**config.mk**
```make
export PLATFORM = sky130hd
export DESIGN_NAME = fifo_write_arbiter
export DESIGN_NICKNAME = d
export VERILOG_FILES = /design/src/rtl/fifo_write_arbiter.sv
export SDC_FILE = /design/constraint.sdc
export NUM_CORES = 1
export LEC_CHECK = 0
export ABC_AREA = 1
export BUFFER_PORTS_ARGS = -buffer_cell sky130_fd_sc_hd__buf_4
export CAP_MARGIN = 40
export CORE_ASPECT_RATIO = 0.7
export CORE_UTILIZATION = 35
export CTS_BUF_LIST = sky130_fd_sc_hd__clkbuf_4 sky130_fd_sc_hd__clkbuf_8
export DETAILED_ROUTE_END_ITERATION = 6
export PLACE_DENSITY = 0.65
export SETUP_SLACK_MARGIN = 0.05
export SLEW_MARGIN = 5
export SYNTH_ARGS = -nofsm -noshare
export SYNTH_HDL_FRONTEND = slang
export SYNTH_SLANG_ARGS = --single-unit
```
**constraint.sdc**
```tcl
create_clock -name clk -period 2.7 [get_ports clk]
set_input_delay 0.54 -clock clk [delete_from_list [all_inputs] [get_ports clk]]
set_output_delay 0.54 -clock clk [all_outputs]
set_load 0.01 [all_outputs]
```
**src/rtl/fifo_write_arbiter.sv**
```systemverilog
// -----------------------------------------------------------------------------
// fifo_write_arbiter
//
// Shares the single write port of a FIFO between NUM_REQ requesters using
// round-robin arbitration with a bounded burst length. Requesters use a
// valid/ready handshake. The FIFO full flag stalls transfers without losing
// the grant. Data is not registered: the granted requester's word is muxed
// straight onto fifo_wr_data.
//
// Parameters:
//   DATA_WIDTH  width of each requester word and of the FIFO write data
//   NUM_REQ     number of requesters (2..8)
//   BURST_MAX   max consecutive transfers per grant before re-arbitration
//
// Ports:
//   clk           system clock, rising edge
//   reset         synchronous, active-high reset
//   req_valid     per-requester data valid
//   req_data      packed requester data, requester i at [i*DATA_WIDTH +: DATA_WIDTH]
//   req_ready     per-requester ready (transfer on valid & ready)
//   fifo_full     FIFO full flag
//   fifo_wr_en    FIFO write enable
//   fifo_wr_data  word written to the FIFO
//   grant_id      index of the currently granted requester
//   busy          high while a requester holds the grant
//
// Optional feature (macro FIFO_ARB_STATS_EN):
//   stats_clear   clears all transfer counters (wins over a same-cycle increment)
//   xfer_count    NUM_REQ saturating 16-bit transfer counters, requester i at
//                 [i*16 +: 16]
// -----------------------------------------------------------------------------
module fifo_write_arbiter #(
   parameter int DATA_WIDTH = 8,
   parameter int NUM_REQ    = 4,
   parameter int BURST_MAX  = 4
) (
   input  logic                          clk,
   input  logic                          reset,
   input  logic [NUM_REQ-1:0]            req_valid,
   input  logic [NUM_REQ*DATA_WIDTH-1:0] req_data,
   output logic [NUM_REQ-1:0]            req_ready,
   input  logic                          fifo_full,
   output logic                          fifo_wr_en,
   output logic [DATA_WIDTH-1:0]         fifo_wr_data,
   output logic [$clog2(NUM_REQ)-1:0]    grant_id,
   output logic                          busy
`ifdef FIFO_ARB_STATS_EN
   ,
   input  logic                          stats_clear,
   output logic [NUM_REQ*16-1:0]         xfer_count
`endif
);

   localparam int          IDW    = $clog2(NUM_REQ);
   localparam int          BCW    = $clog2(BURST_MAX + 1);
   localparam int unsigned NREQ_U = NUM_REQ;

   typedef enum logic [0:0] {
      IDLE  = 1'b0,
      GRANT = 1'b1
   } state_t;

   state_t           state_q, state_d;
   logic [IDW-1:0]   grant_id_q, grant_id_d;
   logic [BCW-1:0]   burst_cnt_q, burst_cnt_d;

   logic             win_found;
   logic [IDW-1:0]   win_id;
   logic [IDW-1:0]   cand;
   logic             grant_valid;
   logic             xfer;
   logic             burst_last;
   logic             rel;

   // Round-robin search: scan grant_id+1 .. grant_id (inclusive), wrapping at
   // NUM_REQ rather than 2^IDW so non-power-of-two counts never hit a hole.
   always_comb begin : rr_search
      win_found = 1'b0;
      win_id    = grant_id_q;
      cand      = '0;
      for (int unsigned off = 1; off <= NREQ_U; off++) begin
         cand = IDW'((32'(grant_id_q) + off) % NREQ_U);
         if (!win_found && req_valid[cand]) begin
            win_found = 1'b1;
            win_id    = cand;
         end
      end
   end

   // A transfer is suppressed in the reset cycle even though state is still
   // GRANT, so nothing is written while the block is being reset.
   always_comb begin : xfer_logic
      grant_valid = req_valid[grant_id_q];
      xfer        = (state_q == GRANT) && grant_valid && !fifo_full && !reset;
      burst_last  = (burst_cnt_q == BCW'(BURST_MAX - 1));
      rel         = !grant_valid || (xfer && burst_last);
   end

   always_comb begin : next_state
      state_d     = state_q;
      grant_id_d  = grant_id_q;
      burst_cnt_d = burst_cnt_q;
      unique case (state_q)
         IDLE: begin
            if (win_found) begin
               state_d     = GRANT;
               grant_id_d  = win_id;
               burst_cnt_d = '0;
            end
         end
         GRANT: begin
            if (rel) begin
               // Hand over directly without an idle bubble; a burst-exhausted
               // requester that is the only one valid simply wins again.
               if (win_found) begin
                  grant_id_d  = win_id;
                  burst_cnt_d = '0;
               end else begin
                  state_d     = IDLE;
                  burst_cnt_d = '0;
               end
            end else if (xfer) begin
               burst_cnt_d = burst_cnt_q + BCW'(1);
            end
         end
         default: begin
            state_d     = IDLE;
            burst_cnt_d = '0;
         end
      endcase
   end

   always_ff @(posedge clk) begin : fsm_regs
      if (reset) begin
         state_q     <= IDLE;
         grant_id_q  <= IDW'(NUM_REQ - 1);
         burst_cnt_q <= '0;
      end else begin
         state_q     <= state_d;
         grant_id_q  <= grant_id_d;
         burst_cnt_q <= burst_cnt_d;
      end
   end

   always_comb begin : outputs
      req_ready    = '0;
      fifo_wr_data = '0;
      for (int unsigned i = 0; i < NREQ_U; i++) begin
         if (grant_id_q == IDW'(i)) begin
            req_ready[i] = (state_q == GRANT) && !fifo_full && !reset;
            fifo_wr_data = req_data[i*DATA_WIDTH +: DATA_WIDTH];
         end
      end
      fifo_wr_en = xfer;
      grant_id   = grant_id_q;
      busy       = (state_q == GRANT);
   end

`ifdef FIFO_ARB_STATS_EN
   logic [15:0] cnt_q [NUM_REQ];

   always_ff @(posedge clk) begin : stats_regs
      if (reset || stats_clear) begin
         for (int unsigned i = 0; i < NREQ_U; i++) begin
            cnt_q[i] <= '0;
         end
      end else begin
         for (int unsigned i = 0; i < NREQ_U; i++) begin
            if (xfer && (grant_id_q == IDW'(i)) && (cnt_q[i] != '1)) begin
               cnt_q[i] <= cnt_q[i] + 16'd1;
            end
         end
      end
   end

   always_comb begin : stats_pack
      xfer_count = '0;
      for (int unsigned i = 0; i < NREQ_U; i++) begin
         xfer_count[i*16 +: 16] = cnt_q[i];
      end
   end
`endif

endmodule

```
[Yosys cells after proc, flatten, opt, wreduce, memory -nomap -nowiden]
Cells that the tools add are included.
Widths: inputs -> output; s select.
Word-level totals
  output and inout port bits: 16
  word-level logic and storage cells: 75
  flip-flop bits (word level): 6
  input bits: 39
Cells by class
  multiplexer cells: 36
  $lt $le $gt $ge: 5
  reduce and logical (&&, ||, !) cells: 18
  bitwise gates (word level): 1
  add/sub/neg operators: 5
  equal/unequal tests: 7
Operators by type and width (number)
  $mux 8: 4
  $lt 2x3->1 const B: 5
  $mux 1: 15
  $mux 2: 6
  $bmux 1 s2: 5
  $logic_and 1x1->1: 9
  $mux 3: 3
  $logic_not 1->1: 6
  $pmux 3 s2: 1
  $add 2x1->2 const B: 2
  $add 2x2->2 const B: 2
  $eq 2x2->1 const B: 2
  $pmux 2 s2: 1
  $add 3x1->3 const B: 1
  $eq 3x2->1 const B: 1
  $ne 3x2->1 const B: 1
  $eq 2x1->1 const B: 1
  $logic_not 2->1: 1
  $ne 2x1->1 const B: 1
  $ne 2x2->1 const B: 1
  $pmux 1 s2: 1
  $reduce_and 2->1: 1
  $logic_or 1x1->1: 1
  $not 1->1: 1

[Longest topological paths before layout]
  word-level depth: 16
  gate-level depth with buffers: 11
  depth with buffers taken out: 11

[Worst setup path after synthesis]
OpenSTA, ideal clock, no wires.
  path type: flip-flop to output port
  from: register grant_id_q[1] (netlist: grant_id[1])
  to: output fifo_wr_data[2]
  stages on the path, launching flop included: 9
  path slack: 0.452 ns
  buffers on the path: 1
  arrival time: 1.708 ns
  required time: 2.160 ns
  path through: dfxtp_1 > inv_1 > ha_1 > inv_1 > clkbuf_1 > nor2_1 > o21ai_0 > o211ai_1 > nand2_1
Between the ends
  word-level cells in the longest chain between the ends: 5
  elaborated cells between the ends (all ways): 8
  classes of those cells: eq/ne (3); mux (4); reduce/logical (1)
RTL lines
  start, declared: line 64  | logic [IDW-1:0] grant_id_q, grant_id_d;
  start signal, assigned: line 136  | grant_id_q <= IDW'(NUM_REQ - 1);
  start signal, assigned: line 140  | grant_id_q <= grant_id_d;
  $logic_not 2->1: line 149  | if (grant_id_q == IDW'(i)) begin
  $mux 8 (3 in series): line 149
  $mux 8 *: line 149
  end, declared: line 44  | output logic [DATA_WIDTH-1:0] fifo_wr_data,
Every way passes the cells marked *; elsewhere a longest branch is shown, timed or not.

[Final worst setup path]
  from: register grant_id_q[0] (netlist: grant_id[0])
  to: output fifo_wr_data[5]
The elaborated chain is that of the path after synthesis.

==> results.yml <==
finish:
  multi_input_area_um2: 684.4
  layout-drive-gt1-share_pct: 42.05
  area_growth_pct: 53.60
  nFillCells: 243
  finalNetCount: 242
  layout_common_cells: "buf_4 (55), nand2_1 (31), a21oi_1 (18), nor2_1 (16), nand3_1 (12)"
  antenna_cells: 0
  post-route-util_pct: 59.49
  regArea_um2: 121.4
  final_common_cell: "buf_4"
grt:
  grt_max_degree: 14
  grt_use_total_pct: 21.96
  gr-total-overflow: 0
  grt_pass1_wl_um: 4353
  grt_pass1_vias: 945
  antenna_found_initial: 0
detailed_routing:
  ant_nets: 0
  wl_um: 2821
  first_pass_iters: 4
  wl_per_cell_um: 12.43
  viasPerCell: 5.048
  drc: 0
  vias: 1146
  drtIter0Drc: 65
timing:
  hold_ws_ps: 479.5
  worst_slack_ps: 246.3
  clock_skew_ps: 4.265
  fin_crit_sh_pct: 90.88
  fmax_mhz: 407.5
  relSlewSlack_pct: 74.02
  fin_crit_ps: 2454
  worstMarginPinSlew_ps: 389.7
  rsz0062_at_grt: "no"
  fin_tns_setup_ps: 0
  setup_violations: 0
  hold_viol_final: 0
  slew_violations: 0
clock_network:
  clock_latency_ps: 250
  numCtsBuffers: 3
  clockBufferDepth: 2
  cts_tree: "yes"
  cts_hold_buf: 0
  clock-root-buffer: "clkbuf_4"
  post_cts_buffers: 0
  clk_pin_slew_ps: 50
  clock-sinks: 6
  cts_max_level: 1
logic_synthesis:
  synth_cells: 141
  synth_area_um2: 868.3
  synthDistinctLibCells: 21
  syn_nets: 186
  synth_area_per_cell_um2: 6.158
  ys_seq_elements: 6
  yosysWarnings: 0
  yosysSeqAreaShare_pct: 13.83
placed_design:
  dp_hpwl_um: 2362
  portBuffers: 54
  place_ws_ps: 280.9
  gp_congestion: 0.8001
floorplanning:
  core_um2: 2242
  die_area_um2: 2688
  io_pins: 55
  rows: 14
  die_h_um: 43.68
  start_util_pct: 38.73
  dieWidth_um: 61.54
setup_path:
  crit_slowest_cell: "dfxtp_1"
  slowest_delay_ps: 500
  crit_type: "register to primary output"
  worstPathMaxFanout: 13
  cp.arrival_ps: 1910
  cp-end-kind: "primary output"
  cp_top_family: "flip-flops"
  cp_num_buf_inv: 2
  start_kind: "register"
  worstPathCellList: "ha_1 > clkinvlp_4 > nor2_1 > o21ai_0 > o211ai_1 > nand2_1 > buf_4"
  worst-endpoint-required_ps: 2160
power_and_ir_drop:
  pwr-share-clk_pct: 6.0
  swShare_pct: 53.75
  seq_power_share_pct: 12.8
  pwr-share-comb_pct: 81.1
  peakVddDrop_mv: 0.7402
  internal-power_mw: 0.6404
  power_density_nw_per_um2: 1038
  power_leakage_nw: 0.7000
  switchingPower_mw: 0.7443
hold_path:
  hp-class: "input pin to register"
run_status:
  status: "finished, final reports clean"
run:
  cap_viol_max_count: 0
-- layout make-up --
| cell class | count | share of cell area, % |
|---|---|---|
| flip-flops and latches | 6 | 9.099 |
| clock buffers | 3 | 1.689 |
| inverters | 13 | 3.940 |
| well taps | 32 | 3.002 |
| multi-input cells | 118 | 51.31 |
| repair buffers | 55 | 30.96 |
-- power groups by stage --
stage / sequential (mW) / combinational (mW) / clock (mW)
finish: 0.178 / 1.12 / 0.0832
detailed placement: 0.178 / 1.11 / 0
global placement: 0.174 / 1.10 / 0
CTS: 0.178 / 1.12 / 0.0855
global route: 0.185 / 1.24 / 0.0920
floorplan: 0.175 / 0.751 / 0
-- stage by stage --
step | area, um^2 | total power [mW] | cells
final | 1334 | 1.385 | 227
after global routing | 1334 | 1.521 | 227
after CTS | 1330 | 1.379 | 227
after detailed placement | 1306 | 1.287 | 224
after floorplan | 868.3 | 0.9250 | 141
after global placement | 1306 | 1.276 | 224
-- path summary, 6_finish.rpt --
check	start	end	slack (ps)	cells after the start
min	reset	busy	480	2
max	grant_id[0]	fifo_wr_data[5]	250	7
min reg2reg	burst_cnt_q[2]	burst_cnt_q[2]	480	2
max reg2reg	grant_id[0]	burst_cnt_q[0]	650	10
-- cell families after synthesis --
logic type / Yosys count / synth area share, %
compound gates: 33 / 22.33
simple gates: 79 / 47.84
flops: 6 / 13.83
buf+inv: 17 / 7.349
fa+ha+maj: 6 / 8.645
-- cell usage after synthesis (all sizes together) --
master,count,area (um^2)
o211ai,7,52.55
dfxtp,6,120.1
inv,13,48.80
o21ai,8,51.30
nand3b,2,15.01
ha,6,75.07
nand3,18,127.6
nand2,40,187.7
clkbuf,4,15.01
nor2,17,71.32
and2,1,8.760
a21oi,18,90.09
nor3,1,5.000
-- timing repair --
| item | in CTS | in global routing |
|---|---|---|
| pin swaps | 0 | 0 |
| setup endpoints to repair | 2 | 6 |
| resized for setup | 1 | 2 |
| cloned | 0 | 0 |
-- metal layers --
| layer | up-vias | global-route usage (%) | share of wire [%] |
|---|---|---|---|
| li1 | 582 | - | - |
| met1 | 508 | 35.51 | 52 |
| met2 | 56 | 29.03 | 38 |
| met3 | 0 | 6.866 | 10 |
| met4 | 0 | 1.333 | 0 |
| met5 | - | 0 | 0 |
-- flip-flops by register name, indices dropped and copies added, names as in the netlist --
name	count
busy	1
grant_id	2
burst_cnt_q	3
(Power assumes the default switching activity.)
